==> config.mk <==
export PLATFORM = sky130hd
export DESIGN_NAME = hazard_ctrl
export DESIGN_NICKNAME = d
export VERILOG_FILES = /design/src/rtl/hazard_ctrl.sv
export SDC_FILE = /design/constraint.sdc
export NUM_CORES = 1
export LEC_CHECK = 0
export ABC_AREA = 0
export BUFFER_PORTS_ARGS = -buffer_cell sky130_fd_sc_hd__buf_2
export CORE_ASPECT_RATIO = 1.5
export CORE_MARGIN = 2
export CORE_UTILIZATION = 32
export DETAILED_ROUTE_END_ITERATION = 8
export GPL_TIMING_DRIVEN = 0
export PLACE_DENSITY = 0.58
export SYNTH_ARGS = -nofsm -noshare
export SYNTH_HDL_FRONTEND = slang
export SYNTH_SLANG_ARGS = --single-unit
export TNS_END_PERCENT = 30
==> constraint.sdc <==
create_clock -name clk_i -period 3.9 [get_ports clk_i]
set_input_delay 0.195 -clock clk_i [delete_from_list [all_inputs] [get_ports clk_i]]
set_output_delay 0.195 -clock clk_i [all_outputs]
set_load 0.01 [all_outputs]
==> src/rtl/hazard_ctrl.sv <==
// ============================================================================
// Module   : hazard_ctrl
// Brief    : 5-stage pipeline sequencing controller: load-use stalls, redirect
//            flushes, data-memory freezes, saturating stall/flush counters.
//            Optional build macro: HAZARD_FWD_EN (EX/MEM forwarding present).
// Revision : 1.0 - initial release
// ============================================================================
`default_nettype none

module hazard_ctrl #(
    parameter int FLUSH_CYCLES = 1,
    parameter int CNT_WIDTH    = 16
) (
    input  logic                 clk_i,
    input  logic                 rst_i,
    input  logic [4:0]           ID_rs1_add_i,
    input  logic [4:0]           ID_rs2_add_i,
    input  logic                 ID_rs1_use_i,
    input  logic                 ID_rs2_use_i,
    input  logic [4:0]           EX_rd_add_i,
    input  logic                 EX_reg_write_i,
    input  logic                 EX_mem_rd_en_i,
    input  logic [4:0]           MEM_rd_add_i,
    input  logic                 MEM_reg_write_i,
    input  logic [4:0]           WB_rd_add_i,
    input  logic                 WB_reg_write_i,
    input  logic                 EX_pc_sel_i,
    input  logic                 MEM_req_i,
    input  logic                 dmem_ready_i,
    output logic                 pc_en_o,
    output logic                 if_id_en_o,
    output logic                 id_ex_en_o,
    output logic                 ex_mem_en_o,
    output logic                 if_id_flush_o,
    output logic                 id_ex_flush_o,
    output logic                 mem_wb_bubble_o,
    output logic [1:0]           state_o,
    output logic [CNT_WIDTH-1:0] stall_cnt_o,
    output logic [CNT_WIDTH-1:0] flush_cnt_o
);

    localparam logic [1:0] c_ST_RUN      = 2'd0;
    localparam logic [1:0] c_ST_FLUSH    = 2'd1;
    localparam logic [1:0] c_ST_MEM_WAIT = 2'd2;

    localparam logic [1:0] c_FLUSH_LOAD = 2'(FLUSH_CYCLES);
    localparam bit         c_FLUSH_EN   = (FLUSH_CYCLES > 0);

    logic [1:0]           r_state;
    logic [1:0]           w_state_nxt;
    logic [1:0]           r_flush_left;
    logic [1:0]           w_flush_left_nxt;
    logic [CNT_WIDTH-1:0] r_stall_cnt;
    logic [CNT_WIDTH-1:0] r_flush_cnt;

    logic w_freeze;
    logic w_hazard;
    logic w_rs1_ex, w_rs2_ex, w_rs1_mem, w_rs2_mem, w_rs1_wb, w_rs2_wb;

    function automatic logic f_match(input logic src_used, input logic [4:0] src,
                                     input logic [4:0] rd, input logic wr_en);
        return src_used & (src == rd) & wr_en & (rd != 5'd0);
    endfunction

    assign w_freeze  = MEM_req_i & ~dmem_ready_i;

    assign w_rs1_ex  = f_match(ID_rs1_use_i, ID_rs1_add_i, EX_rd_add_i,  EX_reg_write_i);
    assign w_rs2_ex  = f_match(ID_rs2_use_i, ID_rs2_add_i, EX_rd_add_i,  EX_reg_write_i);
    assign w_rs1_mem = f_match(ID_rs1_use_i, ID_rs1_add_i, MEM_rd_add_i, MEM_reg_write_i);
    assign w_rs2_mem = f_match(ID_rs2_use_i, ID_rs2_add_i, MEM_rd_add_i, MEM_reg_write_i);
    assign w_rs1_wb  = f_match(ID_rs1_use_i, ID_rs1_add_i, WB_rd_add_i,  WB_reg_write_i);
    assign w_rs2_wb  = f_match(ID_rs2_use_i, ID_rs2_add_i, WB_rd_add_i,  WB_reg_write_i);

`ifdef HAZARD_FWD_EN
    // Forwarding covers every dependency except a load still in EX.
    logic w_unused_fwd;
    assign w_unused_fwd = &{1'b0, w_rs1_mem, w_rs2_mem, w_rs1_wb, w_rs2_wb};
    assign w_hazard     = EX_mem_rd_en_i & (w_rs1_ex | w_rs2_ex);
`else
    // No bypass and no write-through register file: wait until the writer retires.
    logic w_unused_fwd;
    assign w_unused_fwd = &{1'b0, EX_mem_rd_en_i};
    assign w_hazard     = w_rs1_ex | w_rs2_ex | w_rs1_mem | w_rs2_mem | w_rs1_wb | w_rs2_wb;
`endif

    // State register
    always_ff @(posedge clk_i) begin
        if (rst_i) begin
            r_state      <= c_ST_RUN;
            r_flush_left <= 2'd0;
        end else begin
            r_state      <= w_state_nxt;
            r_flush_left <= w_flush_left_nxt;
        end
    end

    // Next-state logic; a frozen FLUSH holds both state and remaining count
    always_comb begin
        w_state_nxt      = r_state;
        w_flush_left_nxt = r_flush_left;
        case (r_state)
            c_ST_RUN: begin
                if (w_freeze) begin
                    w_state_nxt = c_ST_MEM_WAIT;
                end else if (EX_pc_sel_i && c_FLUSH_EN) begin
                    w_state_nxt      = c_ST_FLUSH;
                    w_flush_left_nxt = c_FLUSH_LOAD;
                end
            end
            c_ST_FLUSH: begin
                if (!w_freeze) begin
                    if (EX_pc_sel_i) begin
                        w_flush_left_nxt = c_FLUSH_LOAD;
                    end else if (r_flush_left <= 2'd1) begin
                        w_flush_left_nxt = 2'd0;
                        w_state_nxt      = c_ST_RUN;
                    end else begin
                        w_flush_left_nxt = r_flush_left - 2'd1;
                    end
                end
            end
            c_ST_MEM_WAIT: begin
                if (!w_freeze) begin
                    if (EX_pc_sel_i && c_FLUSH_EN) begin
                        w_state_nxt      = c_ST_FLUSH;
                        w_flush_left_nxt = c_FLUSH_LOAD;
                    end else begin
                        w_state_nxt = c_ST_RUN;
                    end
                end
            end
            default: begin
                w_state_nxt      = c_ST_RUN;
                w_flush_left_nxt = 2'd0;
            end
        endcase
    end

    // Output logic (Mealy, priority ordered)
    always_comb begin
        pc_en_o         = 1'b1;
        if_id_en_o      = 1'b1;
        id_ex_en_o      = 1'b1;
        ex_mem_en_o     = 1'b1;
        if_id_flush_o   = 1'b0;
        id_ex_flush_o   = 1'b0;
        mem_wb_bubble_o = 1'b0;
        if (rst_i) begin
            pc_en_o         = 1'b0;
            if_id_en_o      = 1'b0;
            id_ex_en_o      = 1'b0;
            ex_mem_en_o     = 1'b0;
            if_id_flush_o   = 1'b1;
            id_ex_flush_o   = 1'b1;
            mem_wb_bubble_o = 1'b1;
        end else if (w_freeze) begin
            pc_en_o         = 1'b0;
            if_id_en_o      = 1'b0;
            id_ex_en_o      = 1'b0;
            ex_mem_en_o     = 1'b0;
            mem_wb_bubble_o = 1'b1;
        end else if (EX_pc_sel_i || (r_state == c_ST_FLUSH)) begin
            if_id_flush_o = 1'b1;
            id_ex_flush_o = EX_pc_sel_i;
        end else if (w_hazard) begin
            pc_en_o       = 1'b0;
            if_id_en_o    = 1'b0;
            id_ex_flush_o = 1'b1;
        end
    end

    always_ff @(posedge clk_i) begin
        if (rst_i) begin
            r_stall_cnt <= '0;
            r_flush_cnt <= '0;
        end else begin
            if (!pc_en_o && (r_stall_cnt != {CNT_WIDTH{1'b1}}))
                r_stall_cnt <= r_stall_cnt + 1'b1;
            if (if_id_flush_o && (r_flush_cnt != {CNT_WIDTH{1'b1}}))
                r_flush_cnt <= r_flush_cnt + 1'b1;
        end
    end

    assign state_o     = r_state;
    assign stall_cnt_o = r_stall_cnt;
    assign flush_cnt_o = r_flush_cnt;

endmodule

`default_nettype wire
# Word level (Yosys, flattened, before mapping)
# Index checks and enable logic that the tools add are counted.
# word_totals
in_bits	36
register_bits	36
output_inout_bits	41
ramBits	0
latchBits	0
rom_bits	0
memories	0
elab_cells	89
# op_classes
n_div	0
reduce_logical	11
n_bitwise	25
n_shift	0
eq_ne	17
muxes	28
n_mul	0
addsub	3
n_lt_le_gt_ge	1
# op_table
cell	n
$add 16x1->16 const B	2
$ne 16x16->1 const B	2
$eq 5x5->1	6
$mux 2	10
$and 1x1->1	19
$mux 1	16
$reduce_bool 5->1	3
$ne 2x2->1 const B	5
$pmux 2 s3	1
$or 1x1->1	5
$reduce_and 5->1	1
$pmux 2 s2	1
$ne 3x3->1 const B	1
$reduce_and 3->1	1
$eq 2x1->1 const B	1
$eq 2x2->1 const B	1
$le 2x1->1 const B	1
$logic_and 1x1->1	2
$logic_not 2->1	1
$ne 2x1->1 const B	1
$reduce_or 2->1	1
$sub 2x1->2 const B	1
$logic_not 1->1	1
$logic_or 1x1->1	1
$not 1->1	1

# Logic depth before layout (Yosys ltp)
# logic_depth
depth_word	15
mapped_depth	10
depth_no_buf	8

# Worst setup path before layout
# Ideal clock, no wire load.
# synth_timing
kind	register to register
from	register r_state[0] (netlist: state_o[0])
to	register r_flush_cnt[14] (netlist: flush_cnt_o[14])
n_path_buf	0
slack_ns	1.865
stages_incl_launch_ff	8
t_required_ns	3.772
synth_period_minus_slack_ns	2.035
setup_ns	0.128
t_arrival_ns	1.907
cell_sequence	dfxtp_1 > and2b_1 > o21ai_0 > a21oi_1 > nor4b_1 > nand3_1 > xor2_1 > nor2_1
# synth_between
elab_chain_len	6
# synth_lines
item	line	text
start, declared	49	logic [1:0] r_state;
start signal, assigned	89	r_state <= c_ST_RUN;
start signal, assigned	92	r_state <= w_state_nxt;
$eq 2x1->1	162	end else if (EX_pc_sel_i || (r_state == c_ST_FLUSH)) begin
$logic_or 1x1->1	162	
$mux 1	162	
$mux 1	156	end else if (w_freeze) begin
$mux 1	148	if (rst_i) begin
$logic_and 1x1->1	179	if (if_id_flush_o && (r_flush_cnt != {CNT_WIDTH{1'b1}}))
end signal, assigned	180	r_flush_cnt <= r_flush_cnt + 1'b1;
end, declared	54	logic [CNT_WIDTH-1:0] r_flush_cnt;
# Every way passes these cells.
# A chain may end at the register's enable or synchronous reset.

# Final worst setup path
# Ends and elaborated chain as after synthesis.

==> results.json <==
{
  "proportion_of_register_bits_with_asynchronous_set_or_reset_after_synthesis": 0,
  "post-cts-setup-buffer-count": 0,
  "largest_cells_by_area_after_synthesis": "dfxtp_1 (33%), xnor2_1 (14%), or4_1 (4.5%)",
  "p_int_uw": 586,
  "post_route_cells_drive_above_1_share": 0.270,
  "hold_ws_ps": 288,
  "grt_pass1_wl_um": 10200,
  "totalWireLength_um": 6030,
  "initial_core_util": 0.331,
  "die_w_um": 71.1,
  "h_tree_level_count": 2,
  "fin_crit_ps": 2430,
  "gp_congestion": 0.808,
  "cellPowerDensity_nw_per_um2": 302,
  "max_freq_mhz": 411,
  "worst_path_max_delay_cell": "nor4b_1",
  "worstSetupStartpointType": "flip-flop",
  "route.vias.total": 2223,
  "clock_tree.buffer_depth": 2,
  "cts_inserted_buffers": 5,
  "drt_first_pass_iters": 4,
  "die_outline_area_um2": 7440,
  "place.detailed.hpwl_um": 4720,
  "drc_errors": 0,
  "first_global_vias": 2171,
  "power.net_switching_uw": 235,
  "crit_type": "reg -> reg",
  "crit_path_buf_inv_count": 0,
  "worstSetupEndpointType": "flip-flop",
  "leakage_uw": 0.00110,
  "min-delay-path-class": "in -> reg",
  "total_negative_setup_slack_ps": 0,
  "synthToLayoutAreaGrowth_pct": 25.7,
  "numPortBuffers": 73,
  "finalCritPeriodShare": 0.624,
  "cts_tree": "done",
  "synth_top_cell_area_share": 0.334,
  "power_frac_comb": 0.178,
  "mappedNetlistNets": 301,
  "core_area_um2": 6530,
  "status": "completed",
  "postSynth.topFlopCell": "dfxtp_1",
  "wire_per_inst_um": 14.4,
  "crit_chain": "and2b_1 > o21ai_0 > a21oi_1 > nor4b_1 > nand3_1 > xor2_1 > nor2_1",
  "n_antenna_cell": 0,
  "pwr-share-seq": 0.468,
  "worst_slew_margin_rel": 0.543,
  "clock-root-buffer": "clkbuf_8",
  "synth_area_per_cell_um2": 8.21,
  "worst_slew_pin_slew_ps": 675,
  "antenna_violating_nets_post_route": 0,
  "drtIter0Drc": 76,
  "pin_count_of_the_biggest_net_entering_global_routing": 12,
  "ys_seq_area_frac": 0.334,
  "finalCoreUtilization": 0.416,
  "die_y_um": 105,
  "synth-edff-count": 0,
  "cts-hold-fix-buffers": 0,
  "clock_latency_ps": 290,
  "grt_antenna_before_repair": 0,
  "report.final.setup_viol": 0,
  "post_synth_inst_count": 263,
  "fin_area_um2": 2710,
  "irDropWorstVdd_v": 0.000118,
  "crit_path_max_incr_delay_ps": 630,
  "viasPerCell": 5.29,
  "clk_pin_slew_ps": 80,
  "crit_path_max_fanout": 8,
  "finClkSkew_ps": 13.2,
  "mappedNetlistArea_um2": 2160,
  "ys_ff_latch": 36,
  "clock_power_share": 0.354,
  "final-hold-violation-count": 0,
  "layout.nets": 381,
  "yosys.area.top_type": "dfxtp_1",
  "max-cap-violations": 0,
  "slew_viol_final": 0,
  "row_count": 36,
  "switching_share": 0.286,
  "overflow": 0,
  "rsz_0062_raised_after_global_routing": "no",
  "grtUsageTotal": 0.168,
  "post_cts_resized": 0,
  "placement.cell_area_um2": 2620,
  "worst_ep_required_time_ps": 4070,
  "number_of_top_level_design_ports": 77,
  "yosysUniqueCellTypes": 42,
  "worst-endpoint-arrival_ps": 2610,
  "clock-sinks": 36,
  "yosysWarningCount": 0,
  "path_delay_family": "simple AND/OR/NAND/NOR gates"
}
## logic make-up after synthesis
family          share of synthesized area
xor+xnor                            0.174
simple gates                        0.276
mux                                0.0151
buf+inv                            0.0492
compound gates                      0.140
flops                               0.334
fa+ha+maj                          0.0116
## per-stage QoR
| step | worst slack [ps] | cells | total power (µW) |
|---|---|---|---|
| global route | 1250 | 420 | 860 |
| CTS | 1440 | 420 | 829 |
| floorplan | 1870 | 263 | 479 |
| detailed placement | 1400 | 412 | 541 |
| global placement | 1410 | 412 | 538 |
| finish | 1470 | 420 | 821 |
## flip-flops by register name, summed over array words and instances, names as in the netlist
register and cells:
stall_cnt_o 16, flush_cnt_o 16, state_o 2, r_flush_left 2
## placed cells by master, fill, tap and decap left out, types with 2 or more instances in the layout
cell type and count:
a211oi_1 2, a21oi_1 19, and3_1 9, buf_2 74, buf_4 5, buf_6 2
clkbuf_1 4, clkbuf_8 6, dfxtp_1 36, ha_1 2, inv_1 6, mux2_2 2
nand2_1 19, nand3_1 14, nand4_1 12, nor2_1 23, nor2b_1 3, nor3_1 6
nor3b_1 2, nor4_1 3, o21ai_0 7, o22ai_1 3, o31ai_1 11, or4_1 13
xnor2_1 35, xor2_1 8
## worst paths after layout
check / startpoint / to / slack (ps) / depth (start not counted)
worst min-delay path: dmem_ready_i / state_o[1] / 290 / 3
worst max-delay path: state_o[0] / flush_cnt_o[14] / 1470 / 7
worst min register to register: stall_cnt_o[8] / stall_cnt_o[8] / 500 / 2
worst max register to register: state_o[0] / flush_cnt_o[14] / 1470 / 7
## power groups by stage
stage	logic [µW]	registers [µW]	clock network [µW]
2_1_floorplan	84.4	395	0
3_3_place_gp	145	393	0
3_5_place_dp	148	393	0
4_1_cts	148	384	296
5_1_grt	162	386	312
6_report	146	384	290
## cells in the mapped netlist (3+ instances only)
cell	number
nand2_1	19
nor2_1	23
nor2b_1	3
o22ai_1	3
buf_4	5
nand4_1	12
dfxtp_1	36
xnor2_1	35
and3_1	9
inv_1	6
clkbuf_1	3
o21ai_0	7
nor3_1	6
a21oi_1	19
o31ai_1	11
nand3_1	14
nor4_1	3
or4_1	13
xor2_1	8
## worst register-to-register path, stage by stage, from the launching register on
cell and delay [ps]:
dfxtp_1 450, and2b_1 200, o21ai_0 150, a21oi_1 500
nor4b_1 630, nand3_1 190, xor2_1 170, nor2_1 50
## final cells by class
type / instances / area, µm²
buffer: 12 / 80.1
clock buffer: 7 / 86.3
clock inverter: 1 / 7.51
fill: 674 / 3820
inverter: 7 / 26.3
multi-input combinational: 208 / 1330
sequential: 36 / 721
tap: 76 / 95.1
timing repair buffer: 73 / 365
## routing by layer
metal	vias up	routed length, µm	GRT usage	part of all wire
met2	86	3130	0.300	0.52
met5	-	0	0	0
met4	0	86	0.0674	0.014
met3	9	349	0.0366	0.058
li1	1115	-	-	-
met1	1013	2470	0.189	0.41
Power figures use the tool's default switching activity.
